File: src/rtl/recv_cmd_ctrl.sv
// Host command controller for the regex engine: registers host commands, drives
// the code/string BRAM port, sequences engine runs and reports status.
package recv_cmd_axi_pkg;
  localparam int unsigned CMD_NOP                = 0;
  localparam int unsigned CMD_WRITE              = 1;
  localparam int unsigned CMD_READ               = 2;
  localparam int unsigned CMD_START              = 3;
  localparam int unsigned CMD_RESET              = 4;
  localparam int unsigned CMD_READ_ELAPSED_CLOCK = 5;

  localparam int unsigned STATUS_IDLE     = 0;
  localparam int unsigned STATUS_RUNNING  = 1;
  localparam int unsigned STATUS_ACCEPTED = 2;
  localparam int unsigned STATUS_REJECTED = 3;
  localparam int unsigned STATUS_ERROR    = 4;
endpackage

module recv_cmd_ctrl
  import recv_cmd_axi_pkg::*;
#(
  parameter int REG_WIDTH      = 32,
  parameter int MEM_ADDR_WIDTH = 10
) (
  input  logic                      clk,
  input  logic                      rst,
  input  logic [REG_WIDTH-1:0]      data_in_register,
  input  logic [REG_WIDTH-1:0]      address_register,
  input  logic [REG_WIDTH-1:0]      start_cc_pointer_register,
  input  logic [REG_WIDTH-1:0]      end_cc_pointer_register,
  input  logic [REG_WIDTH-1:0]      cmd_register,
  output logic [REG_WIDTH-1:0]      status_register,
  output logic [REG_WIDTH-1:0]      data_o_register,
  output logic                      mem_we,
  output logic                      mem_re,
  output logic [MEM_ADDR_WIDTH-1:0] mem_addr,
  output logic [REG_WIDTH-1:0]      mem_wdata,
  input  logic [REG_WIDTH-1:0]      mem_rdata,
  output logic                      engine_start,
  output logic                      engine_abort,
  output logic [REG_WIDTH-1:0]      engine_start_ptr,
  output logic [REG_WIDTH-1:0]      engine_end_ptr,
  input  logic                      engine_done,
  input  logic                      engine_accept
);

  // Handshakes: mem_re is a request for the word at mem_addr; mem_rdata is taken
  // exactly one cycle later with no stall. engine_start/engine_abort are 1-cycle
  // pulses; engine_done is a 1-cycle pulse and engine_accept is only meaningful with it.

  typedef enum logic [2:0] {
    ST_IDLE     = 3'd0,
    ST_RUNNING  = 3'd1,
    ST_DONE_ACC = 3'd2,
    ST_DONE_REJ = 3'd3,
    ST_ERR      = 3'd4
  } state_e;

  state_e state_q, state_d;

  logic [REG_WIDTH-1:0]      data_s1_q, data_s1_d;
  logic [REG_WIDTH-1:0]      addr_s1_q, addr_s1_d;
  logic [REG_WIDTH-1:0]      sptr_s1_q, sptr_s1_d;
  logic [REG_WIDTH-1:0]      eptr_s1_q, eptr_s1_d;
  logic [REG_WIDTH-1:0]      cmd_s1_q, cmd_s1_d;
  logic [REG_WIDTH-1:0]      cmd_prev_q, cmd_prev_d;

  logic [REG_WIDTH-1:0]      status_q, status_d;
  logic                      engine_start_q, engine_start_d;
  logic                      engine_abort_q, engine_abort_d;
  logic [REG_WIDTH-1:0]      start_ptr_q, start_ptr_d;
  logic [REG_WIDTH-1:0]      end_ptr_q, end_ptr_d;

  logic                      mem_we_q, mem_we_d;
  logic [MEM_ADDR_WIDTH-1:0] mem_addr_q, mem_addr_d;
  logic [REG_WIDTH-1:0]      mem_wdata_q, mem_wdata_d;
  logic                      rd_pend_q, rd_pend_d;
  logic                      rd_oor_q, rd_oor_d;
  logic [REG_WIDTH-1:0]      data_o_q, data_o_d;
  logic [REG_WIDTH-1:0]      counter_q, counter_d;

  logic is_write, is_read, is_start, is_reset, is_elapsed;
  logic addr_oor, running, start_rise, start_ok, leave_run, rd_issue;

  function automatic logic [REG_WIDTH-1:0] status_of(input state_e s);
    case (s)
      ST_RUNNING:  status_of = REG_WIDTH'(STATUS_RUNNING);
      ST_DONE_ACC: status_of = REG_WIDTH'(STATUS_ACCEPTED);
      ST_DONE_REJ: status_of = REG_WIDTH'(STATUS_REJECTED);
      ST_ERR:      status_of = REG_WIDTH'(STATUS_ERROR);
      default:     status_of = REG_WIDTH'(STATUS_IDLE);
    endcase
  endfunction

  // Input stage: every decision below looks only at these copies.
  always_comb begin
    data_s1_d  = data_in_register;
    addr_s1_d  = address_register;
    sptr_s1_d  = start_cc_pointer_register;
    eptr_s1_d  = end_cc_pointer_register;
    cmd_s1_d   = cmd_register;
    cmd_prev_d = cmd_s1_q;
  end

  always_ff @(posedge clk or negedge rst) begin
    if (!rst) begin
      data_s1_q  <= '0;
      addr_s1_q  <= '0;
      sptr_s1_q  <= '0;
      eptr_s1_q  <= '0;
      cmd_s1_q   <= '0;
      cmd_prev_q <= '0;
    end else begin
      data_s1_q  <= data_s1_d;
      addr_s1_q  <= addr_s1_d;
      sptr_s1_q  <= sptr_s1_d;
      eptr_s1_q  <= eptr_s1_d;
      cmd_s1_q   <= cmd_s1_d;
      cmd_prev_q <= cmd_prev_d;
    end
  end

  // Command decode; codes outside the table match nothing and behave as NOP.
  always_comb begin
    is_write   = (cmd_s1_q == REG_WIDTH'(CMD_WRITE));
    is_read    = (cmd_s1_q == REG_WIDTH'(CMD_READ));
    is_start   = (cmd_s1_q == REG_WIDTH'(CMD_START));
    is_reset   = (cmd_s1_q == REG_WIDTH'(CMD_RESET));
    is_elapsed = (cmd_s1_q == REG_WIDTH'(CMD_READ_ELAPSED_CLOCK));
    addr_oor   = ((addr_s1_q >> MEM_ADDR_WIDTH) != '0);
    running    = (state_q == ST_RUNNING);
    start_rise = is_start && (cmd_prev_q != REG_WIDTH'(CMD_START));
    start_ok   = (state_q == ST_IDLE) && start_rise && (sptr_s1_q <= eptr_s1_q);
    leave_run  = running && (is_reset || engine_done);
    rd_issue   = is_read && !running;
  end

  // FSM process 1: state register.
  always_ff @(posedge clk or negedge rst) begin
    if (!rst) state_q <= ST_IDLE;
    else      state_q <= state_d;
  end

  // FSM process 2: next state. A host reset outranks a same-cycle engine_done.
  always_comb begin
    state_d = state_q;
    case (state_q)
      ST_IDLE: begin
        if (start_rise) state_d = (sptr_s1_q <= eptr_s1_q) ? ST_RUNNING : ST_ERR;
      end
      ST_RUNNING: begin
        if (is_reset)         state_d = ST_IDLE;
        else if (engine_done) state_d = engine_accept ? ST_DONE_ACC : ST_DONE_REJ;
      end
      default: begin
        if (is_reset) state_d = ST_IDLE;
      end
    endcase
  end

  // FSM process 3: registered outputs derived from the transition.
  always_comb begin
    status_d       = status_of(state_d);
    engine_start_d = start_ok;
    engine_abort_d = running && is_reset;
    start_ptr_d    = start_ok ? sptr_s1_q : start_ptr_q;
    end_ptr_d      = start_ok ? eptr_s1_q : end_ptr_q;
  end

  always_ff @(posedge clk or negedge rst) begin
    if (!rst) begin
      status_q       <= '0;
      engine_start_q <= 1'b0;
      engine_abort_q <= 1'b0;
      start_ptr_q    <= '0;
      end_ptr_q      <= '0;
    end else begin
      status_q       <= status_d;
      engine_start_q <= engine_start_d;
      engine_abort_q <= engine_abort_d;
      start_ptr_q    <= start_ptr_d;
      end_ptr_q      <= end_ptr_d;
    end
  end

  // Host datapath: BRAM writes, read return, elapsed counter.
  always_comb begin
    mem_we_d    = is_write && !running && !addr_oor;
    mem_addr_d  = mem_we_d ? addr_s1_q[MEM_ADDR_WIDTH-1:0] : mem_addr_q;
    mem_wdata_d = mem_we_d ? data_s1_q : mem_wdata_q;
    rd_pend_d   = rd_issue;
    rd_oor_d    = addr_oor;

    data_o_d = data_o_q;
    if (rd_pend_q)  data_o_d = rd_oor_q ? '0 : mem_rdata;
    if (is_elapsed) data_o_d = counter_q;

    counter_d = counter_q;
    if (start_ok) counter_d = '0;
    else if (running && !leave_run && (counter_q != '1)) counter_d = counter_q + REG_WIDTH'(1);
  end

  always_ff @(posedge clk or negedge rst) begin
    if (!rst) begin
      mem_we_q    <= 1'b0;
      mem_addr_q  <= '0;
      mem_wdata_q <= '0;
      rd_pend_q   <= 1'b0;
      rd_oor_q    <= 1'b0;
      data_o_q    <= '0;
      counter_q   <= '0;
    end else begin
      mem_we_q    <= mem_we_d;
      mem_addr_q  <= mem_addr_d;
      mem_wdata_q <= mem_wdata_d;
      rd_pend_q   <= rd_pend_d;
      rd_oor_q    <= rd_oor_d;
      data_o_q    <= data_o_d;
      counter_q   <= counter_d;
    end
  end

  // Reads are issued straight from the input stage so data lands two edges after S1.
  assign mem_re           = rd_issue && !addr_oor;
  assign mem_addr         = mem_re ? addr_s1_q[MEM_ADDR_WIDTH-1:0] : mem_addr_q;
  assign mem_we           = mem_we_q;
  assign mem_wdata        = mem_wdata_q;
  assign status_register  = status_q;
  assign data_o_register  = data_o_q;
  assign engine_start     = engine_start_q;
  assign engine_abort     = engine_abort_q;
  assign engine_start_ptr = start_ptr_q;
  assign engine_end_ptr   = end_ptr_q;

endmodule
File: config.mk
export PLATFORM = sky130hd
export DESIGN_NAME = recv_cmd_ctrl
export DESIGN_NICKNAME = d
export VERILOG_FILES = /design/src/rtl/recv_cmd_ctrl.sv
export SDC_FILE = /design/constraint.sdc
export NUM_CORES = 1
export LEC_CHECK = 0
export ABC_AREA = 1
export BUFFER_PORTS_ARGS = -buffer_cell sky130_fd_sc_hd__buf_2
export CAP_MARGIN = 15
export CORE_ASPECT_RATIO = 1.5
export CORE_MARGIN = 2
export CORE_UTILIZATION = 57
export DETAILED_ROUTE_END_ITERATION = 10
export PLACE_DENSITY = 0.95
export SETUP_SLACK_MARGIN = 0.4
export SYNTH_ARGS = -nofsm -noshare
export SYNTH_HDL_FRONTEND = slang
export SYNTH_SLANG_ARGS = --single-unit
File: constraint.sdc
create_clock -name clk -period 4.4 [get_ports clk]
set_input_delay 0.22 -clock clk [delete_from_list [all_inputs] [get_ports clk]]
set_output_delay 0.22 -clock clk [all_outputs]
set_load 0.02 [all_outputs]
# After elaboration in Yosys (flattened, before gate mapping)
# Index checks and enable logic that the tools add are counted.
[op_classes]
n_eq_ne = 12
add_sub_neg = 1
muxes = 14
reduce_logical = 19
order_cmp = 1
[op_table]
columns = ["cell", "n"]
rows = [
  ["32-bit 2-to-1 mux", 5],
  ["32-bit by 2-bit == test with 1-bit output (second input constant)", 2],
  ["32-bit by 3-bit == test with 1-bit output (second input constant)", 2],
  ["32-bit by 1-bit adder with 32-bit output (second input constant)", 1],
  ["32-bit by 1-bit == test with 1-bit output (second input constant)", 1],
  ["32-bit less-or-equal comparator", 1],
  ["32-bit by 2-bit inequality test with 1-bit output (second input constant)", 1],
  ["32-bit inequality test (second input constant)", 1],
  ["32-bit nonzero test", 1],
  ["3-bit 2-to-1 mux", 5],
  ["3-bit case mux with 4 select lines", 1],
  ["1-bit logical AND", 11],
  ["10-bit 2-to-1 mux", 1],
  ["3-bit by 1-bit == test with 1-bit output (second input constant)", 2],
  ["3-bit by 2-bit == test with 1-bit output (second input constant)", 2],
  ["3-bit case mux with 2 select lines", 1],
  ["2-bit nonzero test", 2],
  ["3-bit == test (second input constant)", 1],
  ["1-bit logical NOT", 3],
  ["3-bit logical NOT", 1],
  ["1-bit logical OR", 1],
  ["1-bit 2-to-1 mux", 1],
]
[word_totals]
reg_bits = 402
wordCells = 66
input_bits = 196
out_inout_bits = 174

# Logic depth before layout (Yosys ltp)
# Gate-level depths: netlist (run 1).
[logic_depth]
word_depth = 8
mapped_depth = 19
ltp_nobuf = 18

# Least setup slack after synthesis (run 1)
# OpenSTA, ideal clock, no wires.
[synth_path]
path_type = "flip-flop to output port"
startpoint = "register cmd_s1_q[11], in the netlist cmd_prev_d[11]"
endpoint = "output port mem_addr[1]"
slack_ps = 2355
stages_incl_launch_ff = 8
t_arrival_ps = 1825
path_cell_list = "dfrtp_1 > nor2_1 > nand4_1 > nor4_1 > and2_1 > nand2_1 > buf_2 > o21ai_0"
[synth_via]
elab_chain_len = 4
[synth_lines]
columns = ["item", "line", "rtl"]
rows = [
  ["start, declared", "64", "logic [REG_WIDTH-1:0] cmd_s1_q, cmd_s1_d;"],
  ["start signal, assigned", "117", "cmd_s1_q <= cmd_s1_d;"],
  ["32-bit by 2-bit == test with 1-bit output", "125", "is_read = (cmd_s1_q == REG_WIDTH'(CMD_READ));"],
  ["1-bit logical AND", "134", "rd_issue = is_read && !running;"],
  ["named net rd_issue", "82", "logic addr_oor, running, start_rise, start_ok, leave_run, rd_issue;"],
  ["1-bit logical AND", "223", "assign mem_re = rd_issue && !addr_oor;"],
  ["10-bit 2-to-1 mux", "224", "assign mem_addr = mem_re ? addr_s1_q[MEM_ADDR_WIDTH-1:0] : mem_addr_q;"],
  ["end, declared", "35", "output logic [MEM_ADDR_WIDTH-1:0] mem_addr,"],
]
# The timed path passes the listed nets, and every way through them passes these cells.

# Worst setup path after layout (run 1)
[layout_path]
startpoint = "register cmd_s1_q[9], in the netlist cmd_prev_d[9]"
endpoint = "output port mem_addr[6]"
# Same word-level chain as after synthesis.

==> report_table.html, run 1 <==
<table>
<tr><th>Metric</th><th>Value</th></tr>
<tr><th colspan="2">Placement</th></tr>
<tr><td>Buffers added on ports</td><td>340</td></tr>
<tr><td>Detailed placer's ending HPWL</td><td>25.9 mm</td></tr>
<tr><td>Global placer's final weighted congestion</td><td>0.894</td></tr>
<tr><td>Post-placement cell area</td><td>0.0161 mm²</td></tr>
<tr><th colspan="2">Logic synthesis</th></tr>
<tr><td>Number of synthesized flops with an enable pin</td><td>0</td></tr>
<tr><td>Count of different cell masters after synthesis</td><td>39</td></tr>
<tr><td>Average instance area after synthesis</td><td>10.3 µm²</td></tr>
<tr><td>Share of synthesized area occupied by flip-flops and latches</td><td>65.6%</td></tr>
<tr><td>Syn Std Cell Area</td><td>0.0142 mm²</td></tr>
<tr><td>Number of storage elements in the synthesis netlist</td><td>373</td></tr>
<tr><td>Number of warning messages in the yosys log</td><td>0</td></tr>
<tr><td>Post-synth ARST share</td><td>100%</td></tr>
<tr><td>Synthesized netlist cell count</td><td>1387</td></tr>
<tr><td>Dominant synthesized flop cell</td><td>sky130_fd_sc_hd__dfrtp_1</td></tr>
<tr><th colspan="2">Worst setup path</th></tr>
<tr><td>Ordered list of cells on the worst path</td><td>nor2_1 &gt; nand4_1 &gt; nor4_2 &gt; and2_1 &gt; nand2_1 &gt; o21ai_0 &gt; buf_2</td></tr>
<tr><td>Worst setup EP type</td><td>primary output</td></tr>
<tr><td>Critical path class</td><td>reg2out</td></tr>
<tr><td>Cell with the biggest individual delay on the critical path</td><td>sky130_fd_sc_hd__nor4_2</td></tr>
<tr><td>Critical path arrival</td><td>3390 ps</td></tr>
<tr><td>Cell family with the largest share of critical-path delay</td><td>simple AND/OR/NAND/NOR gates</td></tr>
<tr><td>Highest cell delay on the worst timing path</td><td>550 ps</td></tr>
<tr><td>Worst Path Required</td><td>4180 ps</td></tr>
<tr><td>Worst Setup Start Kind</td><td>flop</td></tr>
<tr><td>Register-to-register path setup slack</td><td>1050 ps</td></tr>
<tr><td>Combined buffer and inverter count along the critical path</td><td>1</td></tr>
<tr><td>Largest fanout on the critical path</td><td>21</td></tr>
<tr><th colspan="2">STA</th></tr>
<tr><td>Fmax</td><td>0.277 GHz</td></tr>
<tr><td>Skew final</td><td>33.0 ps</td></tr>
<tr><td>Final cycle utilization of the critical path</td><td>81.9%</td></tr>
<tr><td>Setup violation total in the final timing report</td><td>0</td></tr>
<tr><td>Worst Tran Pin Value</td><td>1130 ps</td></tr>
<tr><td>Slew Limit Fails</td><td>0</td></tr>
<tr><td>Final-layout setup total negative slack</td><td>0 ps</td></tr>
<tr><td>Slew margin rel.</td><td>24.5%</td></tr>
<tr><td>Final hold vios</td><td>0</td></tr>
<tr><td>Final critical path time including I/O delays and setup</td><td>3610 ps</td></tr>
<tr><td>RSZ-0062 raised after global routing</td><td>false</td></tr>
<tr><th colspan="2">Global routing</th></tr>
<tr><td>Met2 demand-to-capacity share in global routing</td><td>65.6%</td></tr>
<tr><td>GRT Util Overall</td><td>38.7%</td></tr>
<tr><td>GRT met3 Usage</td><td>11.0%</td></tr>
<tr><td>Wire length of the first global-routing pass</td><td>75.9 mm</td></tr>
<tr><td>Antenna violations before repair</td><td>8</td></tr>
<tr><td>Total congestion overflow after global routing</td><td>0</td></tr>
<tr><td>Largest net degree at the start of global routing</td><td>150</td></tr>
<tr><td>GR peak layer</td><td>met2</td></tr>
<tr><td>Met1 Track Usage GR</td><td>39.6%</td></tr>
<tr><td>Via count of the first global-routing pass</td><td>13700</td></tr>
<tr><th colspan="2">Cells and area</th></tr>
<tr><td>Most common cell after layout, fill and taps aside</td><td>sky130_fd_sc_hd__dfrtp_1</td></tr>
<tr><td>Share of cells above drive strength 1</td><td>22.0%</td></tr>
<tr><td>Fin area</td><td>0.0191 mm²</td></tr>
<tr><td>Nets</td><td>2141</td></tr>
<tr><td>Area growth, synth to finish</td><td>34.5%</td></tr>
<tr><td>Most used cells in the layout excluding fill and tap cells</td><td>373 x sky130_fd_sc_hd__dfrtp_1, 369 x sky130_fd_sc_hd__nand2_1, 339 x sky130_fd_sc_hd__buf_2</td></tr>
<tr><th colspan="2">Routing</th></tr>
<tr><td>Vias per inst</td><td>5.68</td></tr>
<tr><td>DRT antenna net count</td><td>0</td></tr>
<tr><td>DR DRC count</td><td>0</td></tr>
<tr><td>Pre-antenna DRT Iters</td><td>5</td></tr>
<tr><td>First-iteration detailed-routing DRC count</td><td>1090</td></tr>
<tr><td>Total number of vias</td><td>12900</td></tr>
<tr><td>WL/cell</td><td>22.0 µm</td></tr>
<tr><td>Wire length after detailed routing</td><td>49.8 mm</td></tr>
<tr><th colspan="2">Clock tree</th></tr>
<tr><td>Buffer levels on the longest clock path</td><td>3</td></tr>
<tr><td>Worst-Skew Late Latency</td><td>530 ps</td></tr>
<tr><td>Post-CTS repair timing setup buffer count</td><td>0</td></tr>
<tr><td>Number of buffers added by the clock tree synthesis step</td><td>34</td></tr>
<tr><td>Register clock-pin slew on the reported worst setup and hold paths</td><td>80 ps</td></tr>
<tr><td>Clk sink count</td><td>373</td></tr>
<tr><td>Buffer cell driving the clock tree root</td><td>sky130_fd_sc_hd__clkbuf_16</td></tr>
<tr><td>Clock tree from TritonCTS</td><td>done</td></tr>
<tr><td>H-tree depth</td><td>2</td></tr>
<tr><th colspan="2">Die</th></tr>
<tr><td>Die extent in y</td><td>198 µm</td></tr>
<tr><td>Die Outline Area</td><td>0.0263 mm²</td></tr>
<tr><td>Initial core utilization</td><td>58.3%</td></tr>
<tr><td>Row count</td><td>70</td></tr>
<tr><td>Core box area</td><td>0.0244 mm²</td></tr>
<tr><td>Width of the chip</td><td>133 µm</td></tr>
<tr><td>Number of primary I/O pins</td><td>370</td></tr>
<tr><th colspan="2">Min path</th></tr>
<tr><td>Hold WC Path Type</td><td>in2reg</td></tr>
<tr><th colspan="2">Power and ir drop</th></tr>
<tr><td>Worst VDD drop</td><td>0.421 mV</td></tr>
<tr><td>Cell Pwr Density</td><td>381 mW/mm²</td></tr>
<tr><td>Lkg Pwr</td><td>0.0100 µW</td></tr>
<tr><th colspan="2">Outcome</th></tr>
<tr><td>Outcome</td><td>completed</td></tr>
<tr><th colspan="2">Run</th></tr>
<tr><td>Number of max-cap violations</td><td>0</td></tr>
</table>
==> cell usage after synthesis (5+ instances only) <==
cell / number / area share, %
sky130_fd_sc_hd__dfrtp_1: 373 / 66
sky130_fd_sc_hd__clkbuf_1: 14 / 0.37
sky130_fd_sc_hd__buf_4: 35 / 1.8
sky130_fd_sc_hd__nor2_2: 7 / 0.31
sky130_fd_sc_hd__o21ai_0: 35 / 1.2
sky130_fd_sc_hd__nand2_1: 371 / 9.8
sky130_fd_sc_hd__buf_2: 16 / 0.56
sky130_fd_sc_hd__ha_1: 33 / 2.9
sky130_fd_sc_hd__buf_6: 5 / 0.40
sky130_fd_sc_hd__nor2_1: 102 / 2.7
sky130_fd_sc_hd__inv_1: 126 / 3.3
sky130_fd_sc_hd__nor3_1: 15 / 0.53
sky130_fd_sc_hd__nand4_1: 18 / 0.79
sky130_fd_sc_hd__a21oi_1: 31 / 1.1
sky130_fd_sc_hd__o21ai_1: 23 / 0.81
sky130_fd_sc_hd__nand3_1: 111 / 3.9
sky130_fd_sc_hd__nor4_1: 9 / 0.40
sky130_fd_sc_hd__o211ai_1: 23 / 1.2
sky130_fd_sc_hd__xor2_1: 8 / 0.49
==> logic make-up after synthesis <==
kind of cell | Yosys count | synth area share [%]
compound gates | 116 | 4.55
fa+ha+maj | 33 | 2.90
xor+xnor | 8 | 0.492
other cells | 1 | 0.0263
simple gates | 654 | 19.8
buf+inv | 202 | 6.65
flops | 373 | 65.6
==> worst paths after layout <==
| check | cells after the start | startpoint | endpoint |
|---|---|---|---|
| max | 7 | cmd_prev_d[9]$_DFF_PN0_ | mem_addr[6] |
| min | 3 | mem_rdata[24] | data_o_register[24]$_DFFE_PN0P_ |
| max reg2reg | 7 | cmd_prev_d[9]$_DFF_PN0_ | mem_wdata[1]$_DFFE_PN0P_ |
| min reg2reg | 0 | cmd_prev_d[19]$_DFF_PN0_ | cmd_prev_q[19]$_DFF_PN0_ |
| max in group asynchronous | 3 | rst | data_o_register[23]$_DFFE_PN0P_ |
| min in group asynchronous | 2 | rst | cmd_prev_q[13]$_DFF_PN0_ |
==> where the power goes <==
part | switching, µW | internal, µW
sequential | 89.1 | 3550
combinational | 304 | 252
clock | 1350 | 1750
total | 1750 | 5550
==> area by class of cell <==
| type | instances | area [µm²] |
|---|---|---|
| flip-flops and latches | 373 | 9330 |
| fillers | 1261 | 5300 |
| clock inverters | 12 | 119 |
| clock buffers | 49 | 1030 |
| inverters | 129 | 484 |
| repair buffers | 534 | 3670 |
| diodes | 7 | 17.5 |
| multi-input cells | 840 | 4080 |
| well taps | 324 | 405 |
==> worst reg2reg max path, stage by stage, from the launching register on <==
cell and delay (ps):
sky130_fd_sc_hd__dfrtp_1 400, sky130_fd_sc_hd__nor2_1 160, sky130_fd_sc_hd__nand4_1 290, sky130_fd_sc_hd__nor4_2 550, sky130_fd_sc_hd__nand2_2 710, sky130_fd_sc_hd__inv_2 780, sky130_fd_sc_hd__nand2_1 230, sky130_fd_sc_hd__nand2_1 160
==> metal layers <==
layer	wire (µm)	share of wire, %	up-vias
met4	4920	9.9	2
met5	13	0.026	-
met1	15400	31	6148
li1	-	-	5416
met3	4620	9.3	332
met2	24900	50	981
==> timing repair <==
| item | 4_1_cts | 5_1_grt |
|---|---|---|
| setup endpoints to repair | 0 | 2 |
| resized for setup | 0 | 1 |
| hold endpoints to repair | 335 | 0 |
| hold buffers | 189 | 0 |
==> metrics by stage <==
step	instances	setup slack (ps)	hold WS, ps	util, %	power, µW
after floorplan	1415	2350	-75.6	-	3860
after global placement	2010	1590	327	65.7	4030
after global routing	2267	576	36.5	78.3	7500
after detailed placement	2010	1330	329	65.7	4060
final	2268	794	19.0	78.3	7300
after CTS	2260	940	8.01	78.2	7190
Note: power is estimated with default switching activity, not from simulation.
==> inputs of run 2 (changes only) <==
CORE_UTILIZATION = 48   (was 57)
PLACE_DENSITY = 0.87   (was 0.95)
clock period = 3.3 ns   (was 4.4 ns; I/O delays follow)
==> run 2 against run 1 <==
Effect of this change:
- worst hold slack gained 120 ps
- clock skew shrank 12 ps
- highest routed layer is now met4
- largest power group unchanged
- core utilization shrank 12 points
- die area grew 18%
- clock power grew 29%
- global-route usage shrank 11 points
- final area grew 1.2%
- via count shrank 5.4%
- combinational power grew 33%
==> report_table.html, run 2 (same netlist as run 1, synthesis figures left out) <==
<table>
<tr><th>Metric</th><th>Value</th></tr>
<tr><th colspan="2">Outcome</th></tr>
<tr><td>Outcome</td><td>completed (unchanged)</td></tr>
<tr><th colspan="2">Routing</th></tr>
<tr><td>DRT antenna net count</td><td>0 (unchanged)</td></tr>
<tr><td>Total number of vias</td><td>12200 (was 12900)</td></tr>
<tr><td>Pre-antenna DRT Iters</td><td>5 (unchanged)</td></tr>
<tr><td>WL/cell</td><td>18.4 µm (was 22.0 µm)</td></tr>
<tr><td>DR DRC count</td><td>0 (unchanged)</td></tr>
<tr><td>Vias per inst</td><td>5.16 (was 5.68)</td></tr>
<tr><td>Wire length after detailed routing</td><td>43.3 mm (was 49.8 mm)</td></tr>
<tr><td>First-iteration detailed-routing DRC count</td><td>599 (was 1090)</td></tr>
<tr><th colspan="2">Global routing</th></tr>
<tr><td>Wire length of the first global-routing pass</td><td>67.0 mm (was 75.9 mm)</td></tr>
<tr><td>Total congestion overflow after global routing</td><td>0 (unchanged)</td></tr>
<tr><td>Antenna violations before repair</td><td>8 (unchanged)</td></tr>
<tr><td>Via count of the first global-routing pass</td><td>13100 (was 13700)</td></tr>
<tr><td>Largest net degree at the start of global routing</td><td>88 (was 150)</td></tr>
<tr><td>GRT Util Overall</td><td>28.1% (was 38.7%)</td></tr>
<tr><th colspan="2">Clock tree</th></tr>
<tr><td>H-tree depth</td><td>2 (unchanged)</td></tr>
<tr><td>Buffer levels on the longest clock path</td><td>3 (unchanged)</td></tr>
<tr><td>Register clock-pin slew on the reported worst setup and hold paths</td><td>70 ps (was 80 ps)</td></tr>
<tr><td>Clock tree from TritonCTS</td><td>done (unchanged)</td></tr>
<tr><td>Number of buffers added by the clock tree synthesis step</td><td>34 (unchanged)</td></tr>
<tr><td>Worst-Skew Late Latency</td><td>530 ps (about the same)</td></tr>
<tr><td>Buffer cell driving the clock tree root</td><td>sky130_fd_sc_hd__clkbuf_16 (unchanged)</td></tr>
<tr><td>Clk sink count</td><td>373 (unchanged)</td></tr>
<tr><th colspan="2">STA</th></tr>
<tr><td>Slew margin rel.</td><td>48.4% (was 24.5%)</td></tr>
<tr><td>Setup violation total in the final timing report</td><td>0 (unchanged)</td></tr>
<tr><td>Slew Limit Fails</td><td>0 (unchanged)</td></tr>
<tr><td>Final-layout setup total negative slack</td><td>0 ps (unchanged)</td></tr>
<tr><td>RSZ-0062 raised after global routing</td><td>true (was false)</td></tr>
<tr><td>Final cycle utilization of the critical path</td><td>84.8%</td></tr>
<tr><td>Skew final</td><td>21.1 ps (was 33.0 ps)</td></tr>
<tr><td>Worst Tran Pin Value</td><td>774 ps (was 1130 ps)</td></tr>
<tr><td>Final critical path time including I/O delays and setup</td><td>2800 ps</td></tr>
<tr><td>Worst Setup Slack, final</td><td>500 ps (was 794 ps)</td></tr>
<tr><td>Final hold vios</td><td>0 (unchanged)</td></tr>
<tr><td>Fmax</td><td>0.357 GHz</td></tr>
<tr><th colspan="2">Worst setup path</th></tr>
<tr><td>Worst Setup Start Kind</td><td>flop (unchanged)</td></tr>
<tr><td>Ordered list of cells on the worst path</td><td>nor2_1 &gt; nand2_1 &gt; nor2_1 &gt; nand2b_1 &gt; nor4_4 &gt; and2_1 &gt; nand2_4 &gt; o21ai_0 &gt; buf_2 (was nor2_1 &gt; nand4_1 &gt; nor4_2 &gt; and2_1 &gt; nand2_1 &gt; o21ai_0 &gt; buf_2)</td></tr>
<tr><td>Cell with the biggest individual delay on the critical path</td><td>sky130_fd_sc_hd__dfrtp_1 (was sky130_fd_sc_hd__nor4_2)</td></tr>
<tr><td>Worst Path Required</td><td>3130 ps (was 4180 ps)</td></tr>
<tr><td>Largest fanout on the critical path</td><td>21 (unchanged)</td></tr>
<tr><td>Highest cell delay on the worst timing path</td><td>390 ps (was 550 ps)</td></tr>
<tr><td>Start of the worst register-to-register path</td><td>eptr_s1_q[5]$_DFF_PN0_ (was cmd_prev_d[9]$_DFF_PN0_)</td></tr>
<tr><td>Critical path class</td><td>reg2out (unchanged)</td></tr>
<tr><td>Critical path arrival</td><td>2640 ps (was 3390 ps)</td></tr>
<tr><td>Top cell by count, worst path</td><td>sky130_fd_sc_hd__nor2_1</td></tr>
<tr><td>Worst setup EP type</td><td>primary output (unchanged)</td></tr>
<tr><td>Number of cells traversed by the worst register-to-register path</td><td>16 (was 7)</td></tr>
<tr><td>Destination of the worst register-to-register timing path</td><td>engine_start_ptr[7]$_DFFE_PN0P_ (was mem_wdata[1]$_DFFE_PN0P_)</td></tr>
<tr><td>Register-to-register path setup slack</td><td>660 ps (was 1050 ps)</td></tr>
<tr><th colspan="2">Placement</th></tr>
<tr><td>Post-placement cell area</td><td>0.0162 mm² (was 0.0161 mm²)</td></tr>
<tr><td>Buffers added on ports</td><td>340 (unchanged)</td></tr>
<tr><td>Detailed placer's ending HPWL</td><td>25.6 mm (was 25.9 mm)</td></tr>
<tr><td>Global placer's final weighted congestion</td><td>0.917 (was 0.894)</td></tr>
<tr><td>Setup WS pre-CTS</td><td>565 ps (was 1330 ps)</td></tr>
<tr><th colspan="2">Power and ir drop</th></tr>
<tr><td>Tot Pwr</td><td>9580 µW (was 7300 µW)</td></tr>
<tr><td>Lkg Pwr</td><td>0.0101 µW (was 0.0100 µW)</td></tr>
<tr><td>Worst VDD drop</td><td>0.656 mV (was 0.421 mV)</td></tr>
<tr><td>Cell Pwr Density</td><td>494 mW/mm² (was 381 mW/mm²)</td></tr>
<tr><th colspan="2">Die</th></tr>
<tr><td>Core box area</td><td>0.0294 mm² (was 0.0244 mm²)</td></tr>
<tr><td>Number of primary I/O pins</td><td>370 (unchanged)</td></tr>
<tr><td>Die extent in y</td><td>215 µm (was 198 µm)</td></tr>
<tr><td>Width of the chip</td><td>145 µm (was 133 µm)</td></tr>
<tr><td>Row count</td><td>77 (was 70)</td></tr>
<tr><td>Die Outline Area</td><td>0.0311 mm² (was 0.0263 mm²)</td></tr>
<tr><td>Initial core utilization</td><td>48.4% (was 58.3%)</td></tr>
<tr><th colspan="2">Cells and area</th></tr>
<tr><td>Share of cells above drive strength 1</td><td>22.4% (was 22.0%)</td></tr>
<tr><td>Most common cell after layout, fill and taps aside</td><td>sky130_fd_sc_hd__dfrtp_1 (unchanged)</td></tr>
<tr><td>Fin area</td><td>0.0194 mm² (was 0.0191 mm²)</td></tr>
<tr><td>Most used cells in the layout excluding fill and tap cells</td><td>373 x sky130_fd_sc_hd__dfrtp_1, 368 x sky130_fd_sc_hd__nand2_1, 339 x sky130_fd_sc_hd__buf_2 (was 373 x sky130_fd_sc_hd__dfrtp_1, 369 x sky130_fd_sc_hd__nand2_1, 339 x sky130_fd_sc_hd__buf_2)</td></tr>
<tr><td>Area growth, synth to finish</td><td>36.1% (was 34.5%)</td></tr>
<tr><td>Utilization after layout</td><td>65.9% (was 78.3%)</td></tr>
<tr><td>Nets</td><td>2159 (was 2141)</td></tr>
<tr><th colspan="2">Min path</th></tr>
<tr><td>Hold WC Path Type</td><td>in2reg (unchanged)</td></tr>
<tr><td>Hold Startpoint</td><td>engine_accept (was mem_rdata[24])</td></tr>
<tr><td>Hold path endpoint</td><td>state_q[0]$_DFF_PN0_ (was data_o_register[24]$_DFFE_PN0P_)</td></tr>
<tr><td>Number of cells on the worst hold path</td><td>4 (was 3)</td></tr>
<tr><th colspan="2">Run</th></tr>
<tr><td>Number of max-cap violations</td><td>0 (unchanged)</td></tr>
</table>
## run 2: layer usage
layer	up-vias	GRT usage [%]	part of all wire, %	wire, µm
met4	0	19.5	7.7	3320
li1	5470	-	-	-
met3	200	5.59	6.1	2630
met5	-	0	0	0
met2	616	50.5	53	23000
met1	5893	28.6	33	14400
## run 2: worst max-delay path by stage
| stage | cells past startpoint | end | slack [ps] | startpoint |
|---|---|---|---|---|
| floorplan | 7 | mem_addr[1] | 1310 | cmd_prev_d[11]$_DFF_PN0_ |
| global placement | 12 | counter_q[21]$_DFFE_PN0P_ | 600 | sptr_s1_q[31]$_DFF_PN0_ |
| detailed placement | 12 | counter_q[21]$_DFFE_PN0P_ | 560 | sptr_s1_q[31]$_DFF_PN0_ |
| CTS | 7 | mem_addr[4] | 500 | cmd_prev_d[9]$_DFF_PN0_ |
| global route | 9 | mem_addr[2] | 340 | cmd_prev_d[27]$_DFF_PN0_ |
| finish | 9 | mem_addr[2] | 500 | cmd_prev_d[31]$_DFF_PN0_ |
## run 2: critical path, delay by kind of cell (launching register included)
| family | cells | cell delay (ps) |
|---|---|---|
| flops | 1 | 390 |
| compound gates | 1 | 240 |
| buf+inv | 1 | 210 |
| simple gates | 7 | 1270 |
## run 2: area by class of cell
cell class / instances / area (µm²)
fill: 2002 / 10000
tap: 395 / 494
sequential: 373 / 9330
multi-input combinational: 840 / 4090
antenna: 10 / 25.0
timing repair buffer: 552 / 3820
inverter: 129 / 484
clock buffer: 44 / 938
clock inverter: 15 / 185
## run 2: report_power, final
part           total [µW]  switching, µW  internal (µW)
Combinational         742            400            342
Sequential           4830           97.0           4730
Clock                4010           1740           2270
## run 2: stage by stage
stage / cells / hold WS [ps]
4_1_cts: 2347 / 124
2_1_floorplan: 1415 / -131
6_report: 2358 / 136
3_3_place_gp: 2094 / 187
3_5_place_dp: 2094 / 195
5_1_grt: 2358 / 187
## run 2: timing repair
item / in CTS / in global routing
buffers inserted: 0 / 1
setup endpoints to repair: 11 / 20
pin swaps: 0 / 1
hold buffers: 194 / 0
resized for setup: 3 / 3
endpoints found under the hold margin: 260 / 0
